===== config.mk =====
export PLATFORM = sky130hd
export DESIGN_NAME = key_entry_ctrl_flat
export DESIGN_NICKNAME = d
export VERILOG_FILES = /design/src/rtl/key_entry_ctrl_if.sv /design/src/rtl/key_entry_ctrl.sv /design/src/flat_wrapper.sv
export SDC_FILE = /design/constraint.sdc
export NUM_CORES = 1
export LEC_CHECK = 0
export BUFFER_PORTS_ARGS = -buffer_cell sky130_fd_sc_hd__buf_4
export CORE_UTILIZATION = 35
export DETAILED_ROUTE_END_ITERATION = 8
export PLACE_DENSITY = 0.62
export SKIP_LAST_GASP = 1
export SLEW_MARGIN = 20
export SYNTH_ARGS = -nofsm -noshare
export SYNTH_HDL_FRONTEND = slang
export SYNTH_SLANG_ARGS = --single-unit

===== constraint.sdc =====
create_clock -name Clk -period 2.2 [get_ports Clk]
set_input_delay 0.44 -clock Clk [delete_from_list [all_inputs] [get_ports Clk]]
set_output_delay 0.44 -clock Clk [all_outputs]
set_load 0.03 [all_outputs]

===== src/rtl/key_entry_ctrl_if.sv =====
// Signal bundle between the keypad decoder/lock logic and key_entry_ctrl.
// The master side drives keys and the stored code. The slave side is the controller.
interface key_entry_ctrl_if #(
  parameter int DIGITS = 4
);
  localparam int CW = $clog2(DIGITS + 1);

  logic              ReadyKey;
  logic [3:0]        KeyCode;
  logic [4*DIGITS-1:0] Code;
  logic              RstKey;
  logic              Match;
  logic              Fail;
  logic              Locked;
  logic [CW-1:0]     DigitCount;

  modport master (
    output ReadyKey, KeyCode, Code,
    input  RstKey, Match, Fail, Locked, DigitCount
  );

  modport slave (
    input  ReadyKey, KeyCode, Code,
    output RstKey, Match, Fail, Locked, DigitCount
  );
endinterface


===== src/rtl/key_entry_ctrl.sv =====
// Key entry sequencer: captures one key per ReadyKey level and acknowledges it with RstKey.
// It accumulates DIGITS digits, compares them with Code, and enforces a timed lockout after repeated failures.
module key_entry_ctrl #(
  parameter int         DIGITS      = 4,
  parameter int         MAX_FAIL    = 3,
  parameter int         LOCK_CYCLES = 1000,
  parameter logic [3:0] CLR_KEY     = 4'hC
) (
  input logic             Clk,
  input logic             Rst,
  key_entry_ctrl_if.slave bus
);
  localparam int CW = $clog2(DIGITS + 1);
  localparam int FW = $clog2(MAX_FAIL + 1);
  localparam int TW = $clog2(LOCK_CYCLES + 1);

  typedef enum logic [2:0] {IDLE, ACK, RELEASE, CHECK, LOCK} stateT;

  stateT               state, stateNext;
  logic [4*DIGITS-1:0] entry, entryNext, entryShift;
  logic [CW-1:0]       cnt, cntNext;
  logic [FW-1:0]       fails, failsNext, failsInc;
  logic [TW-1:0]       ltimer, ltimerNext;
  logic                readyQ;
  logic                isDigit;
  logic                codeEq;

  // A one-digit code has no older digits to shift along.
  generate
    if (DIGITS == 1) begin : gShiftSingle
      assign entryShift = bus.KeyCode;
    end else begin : gShiftMulti
      assign entryShift = {entry[4*DIGITS-5:0], bus.KeyCode};
    end
  endgenerate

  assign isDigit  = (bus.KeyCode <= 4'd9);
  assign codeEq   = (entry == bus.Code);
  assign failsInc = fails + 1'b1;

  always_ff @(posedge Clk or posedge Rst) begin
    if (Rst) begin
      state  <= IDLE;
      entry  <= '0;
      cnt    <= '0;
      fails  <= '0;
      ltimer <= '0;
      readyQ <= 1'b0;
    end else begin
      state  <= stateNext;
      entry  <= entryNext;
      cnt    <= cntNext;
      fails  <= failsNext;
      ltimer <= ltimerNext;
      readyQ <= bus.ReadyKey;
    end
  end

  always_comb begin
    stateNext  = state;
    entryNext  = entry;
    cntNext    = cnt;
    failsNext  = fails;
    ltimerNext = ltimer;
    case (state)
      IDLE: begin
        if (bus.ReadyKey) begin
          stateNext = ACK;
          if (isDigit) begin
            entryNext = entryShift;
            cntNext   = cnt + 1'b1;
          end else if (bus.KeyCode == CLR_KEY) begin
            entryNext = '0;
            cntNext   = '0;
          end
        end
      end
      ACK: stateNext = RELEASE;
      RELEASE: begin
        // Wait for the decoder to drop the key, so a held key is captured only once.
        if (!bus.ReadyKey) begin
          stateNext = (cnt == CW'(DIGITS)) ? CHECK : IDLE;
        end
      end
      CHECK: begin
        entryNext = '0;
        cntNext   = '0;
        if (codeEq) begin
          failsNext = '0;
          stateNext = IDLE;
        end else begin
          failsNext = failsInc;
          if (failsInc == FW'(MAX_FAIL)) begin
            ltimerNext = TW'(LOCK_CYCLES - 1);
            stateNext  = LOCK;
          end else begin
            stateNext = IDLE;
          end
        end
      end
      LOCK: begin
        if (ltimer == '0) begin
          failsNext = '0;
          stateNext = IDLE;
        end else begin
          ltimerNext = ltimer - 1'b1;
        end
      end
      default: stateNext = IDLE;
    endcase
  end

  // During lockout, keys are drained by echoing the registered ReadyKey.
  assign bus.RstKey     = (state == ACK) || ((state == LOCK) && readyQ);
  assign bus.Match      = (state == CHECK) && codeEq;
  assign bus.Fail       = (state == CHECK) && !codeEq;
  assign bus.Locked     = (state == LOCK);
  assign bus.DigitCount = cnt;
endmodule

===== src/flat_wrapper.sv =====
// flat-port wrapper written by rule: the top's interface ports become plain ports
module key_entry_ctrl_flat 
#(
  parameter int         DIGITS      = 4,
  parameter int         MAX_FAIL    = 3,
  parameter int         LOCK_CYCLES = 1000,
  parameter logic [3:0] CLR_KEY     = 4'hC
)
  (Clk, Rst, bus_ReadyKey, bus_KeyCode, bus_Code, bus_RstKey, bus_Match, bus_Fail, bus_Locked, bus_DigitCount);
  key_entry_ctrl_if #(.DIGITS(DIGITS)) bus_i ();
  input logic Clk;
  input logic Rst;
  input wire logic [$bits(bus_i.ReadyKey)-1:0] bus_ReadyKey;
  input wire logic [$bits(bus_i.KeyCode)-1:0] bus_KeyCode;
  input wire logic [$bits(bus_i.Code)-1:0] bus_Code;
  output wire logic [$bits(bus_i.RstKey)-1:0] bus_RstKey;
  output wire logic [$bits(bus_i.Match)-1:0] bus_Match;
  output wire logic [$bits(bus_i.Fail)-1:0] bus_Fail;
  output wire logic [$bits(bus_i.Locked)-1:0] bus_Locked;
  output wire logic [$bits(bus_i.DigitCount)-1:0] bus_DigitCount;
  assign bus_i.ReadyKey = bus_ReadyKey;
  assign bus_i.KeyCode = bus_KeyCode;
  assign bus_i.Code = bus_Code;
  assign bus_RstKey = bus_i.RstKey;
  assign bus_Match = bus_i.Match;
  assign bus_Fail = bus_i.Fail;
  assign bus_Locked = bus_i.Locked;
  assign bus_DigitCount = bus_i.DigitCount;
  key_entry_ctrl #(.DIGITS(DIGITS), .MAX_FAIL(MAX_FAIL), .LOCK_CYCLES(LOCK_CYCLES), .CLR_KEY(CLR_KEY)) u_core (.Clk(Clk), .Rst(Rst), .bus(bus_i));
endmodule

==> results.md <==
- P_leak: 1.09 nW
- Die Ht: 73.1 µm
- Post-Synthesis Net Count: around 200
- Worst min path class: input pin to asynchronous set/reset pin
- Reg2Reg Launch Point: u_core.entry[1]$_DFFE_PP0P_
- Antenna violations before repair: 0
- DP Worst Slack: -49.6 ps
- Placed wire-length estimate: about 2600 µm
- Vias in the first global route: 1381
- Die X: 73.1 µm
- Post-DP Area: 2100 µm²
- Simple-Gate Fraction of Synth Area: ~15%
- Critical Path Start Type: flop
- Crit path cell chain: xor2_1 -> nor4_2 -> nand4_1 -> nor3_2 -> buf_4
- Root Buffer: clkbuf_8
- Placed cells: 275
- Share of layout cells above drive strength 1: 27.6%
- Layout Cells excl Fill: 288
- Final WL: 3550 µm
- Critical Path Start: u_core.entry[1]$_DFFE_PP0P_
- First drt pass iteration count: 4
- Max Root-Sink Buffers: 2
- Antenna Nets Post-Route: 0
- Ant diodes: 0
- Commonest cells in the netlist: dfrtp_1, nand2_1, xor2_1
- Max Cap Viol: 0
- Post-route DRC: 0
- Crit path largest cell delay: 420 ps
- Total congestion overflow: 0
- Period utilization: 101%
- Post-route cell area: 2260 µm²
- Kind of critical path: flop to output port
- Drt wl/cell: 12.3 µm
- Total number of vias: 1396
- Yosys cell types: 35
- Setup violators final: 2
- Area grow syn2layout: 27.9%
- H-tree levels: 2
- Slew Limit Headroom: 70.2%
- Unrepaired setup endpoints after global routing: yes
- Die area: 5350 µm²
- Avg Cell Area, Syn: 10.0 µm²
- Layout Skew: 12.2 ps
- Critical path peak fanout: 3
- Clk sinks: 35
- Post-CTS Hold Fix Bufs: 0
- CTS buffer count: 5
- # port buffers: 29
- Compound-cell area share of the yosys netlist: 18.2%
- Syn Inst Count: 177
- Post-route setup TNS: -33.2 ps
- Top cell type by total area after synthesis: dfrtp_1
- Pwr Density: 1100 nW/µm²
- GPL Wtd Cong: 0.734
- Min Tclk post-route: 2220 ps
- Post-synth top flop: dfrtp_1
- IO Pins: 30
- Top cells by area, synth: dfrtp_1, xor2_1, a22o_1
- Yosys reg bits: 35
- CTS tree: yes
- Register area share after synthesis: 49.5%
- Adder-cell share of the synthesized area: 2.83%
- Cell with the most instances after synthesis: dfrtp_1
- Syn Std Cell Area: around 1800 µm²
- EDFF count, synth: 0
- Initial Util: 37.0%
- Final Power: 2.50 mW
- Clock-pin slew on the worst setup and hold paths: 80 ps
- Final Hold Vio Count: 0
- Top-area cell type share of the netlist area: 49.5%
- Run status: finished, violations left
- Hold Slack: 243 ps
- Total GRT Usage: 15.8%
- Max-slew violation count: 0
- Yosys warnings: 0
- Crit end category: output port
- Critical Path AT: 1780 ps
- Largest family of logic cells by synthesized area: compound AO/OA/AOI/OAI gates
- Vias per cell: 4.85
- Final core utilization: between 40 and 50%
- Mux contribution to synthesized area: under 10%
- Final worst-path setup slack: -23.2 ps
- Max Fclk: 450 MHz
- First DRT Iteration DRCs: 50
- Post-synth ARST share: 100%
- Critical Path RT: ~1800 ps
- Clk_lat worst skew: 300 ps
- First-pass GRT wire length: 6320 µm
- Failing checks: negative setup slack
- Layout Nets: 247
- Rows: 25
- Worst vdd ir: 0.516 mV
- Slowest library cell on the worst path: dfrtp_1
- Least-Margin Pin Slew: 447 ps
- Largest net degree at the start of global routing: 36
- Synth Area in XOR/XNOR: slightly below 8%
- Core area: 4790 µm²
==> final timing paths <==
check                      cells after the start                      endpoint  slack, ps
min in group Clk                               1       u_core.readyQ$_DFF_PP0_        290
setup / recovery                               5                     bus_Match        -20
max in group asynchronous                      3   u_core.fails[1]$_DFFE_PP0P_       1630
hold / removal                                 3   u_core.entry[3]$_DFFE_PP0P_        240
setup reg to reg                               8  u_core.ltimer[4]$_DFFE_PP0P_        120
hold reg to reg                                1   u_core.fails[0]$_DFFE_PP0P_        500
==> per-layer routing <==
metal	global-route usage [%]	share of wire [%]	vias up
met2	23.8	45	23
met5	0	0	-
li1	-	-	709
met3	4.97	4.5	5
met1	21.2	48	659
met4	5.88	1.8	0
==> critical path: cells and delay by family (launching register included) <==
kind          cells  cell delay (ps)
xor+xnor          1              180
flops             1              420
buf+inv           1              190
simple gates      3              700
==> where the power goes <==
group	switching [mW]	total [mW]	internal, mW
Combinational	0.465	0.913	0.448
Sequential	0.211	1.08	0.870
Clock	0.249	0.504	0.255
==> state kept, by name, indices dropped and copies added, names as in the netlist <==
| register | flops |
|---|---|
| u_core.ltimer | 10 |
| u_core.readyQ | 1 |
| u_core.bus.DigitCount | 3 |
| u_core.fails | 2 |
| u_core.entry | 16 |
| u_core.state | 3 |
==> layout make-up <==
class	count	area (µm²)
Sequential cell	35	876
Tap cell	67	83.8
Clock inverter	2	16.3
Multi-Input combinational cell	123	826
Inverter	14	56.3
Clock buffer	6	82.6
Fill cell	475	2520
Timing Repair Buffer	41	324
==> cells by family (layout without fill, tap and decap cells) <==
kind of cell,Yosys count,count (layout)
xor+xnor,16,16
buf+inv,19,63
fa+ha+maj,4,4
flops,35,35
simple gates,53,53
mux,3,3
compound gates,47,47
==> cells in the final DEF (no fill, tap or decap), drive strengths merged, types with 2 or more instances in the layout <==
cell | Yosys | final
a22o | 14 | 14
nor3 | 7 | 7
nor4 | 6 | 6
a31oi | 2 | 2
xor2 | 16 | 16
nor2 | 11 | 11
nand2b | 3 | 3
inv | 13 | 13
o211ai | 2 | 2
clkbuf | 3 | 6
mux2i | 2 | 2
clkinvlp | 0 | 2
or3 | 2 | 2
buf | 2 | 41
a21o | 3 | 3
nand3 | 2 | 2
a21oi | 11 | 11
dfrtp | 35 | 35
nand2 | 18 | 18
ha | 4 | 4
o21ai | 11 | 11
==> repair_timing <==
item / 4_1_cts / 5_1_grt
resized for setup: 4 / 1
pin swaps: 4 / 5
endpoints found under the setup margin: 2 / 3
buffers inserted: 3 / 2
(Power assumes the default switching activity.)
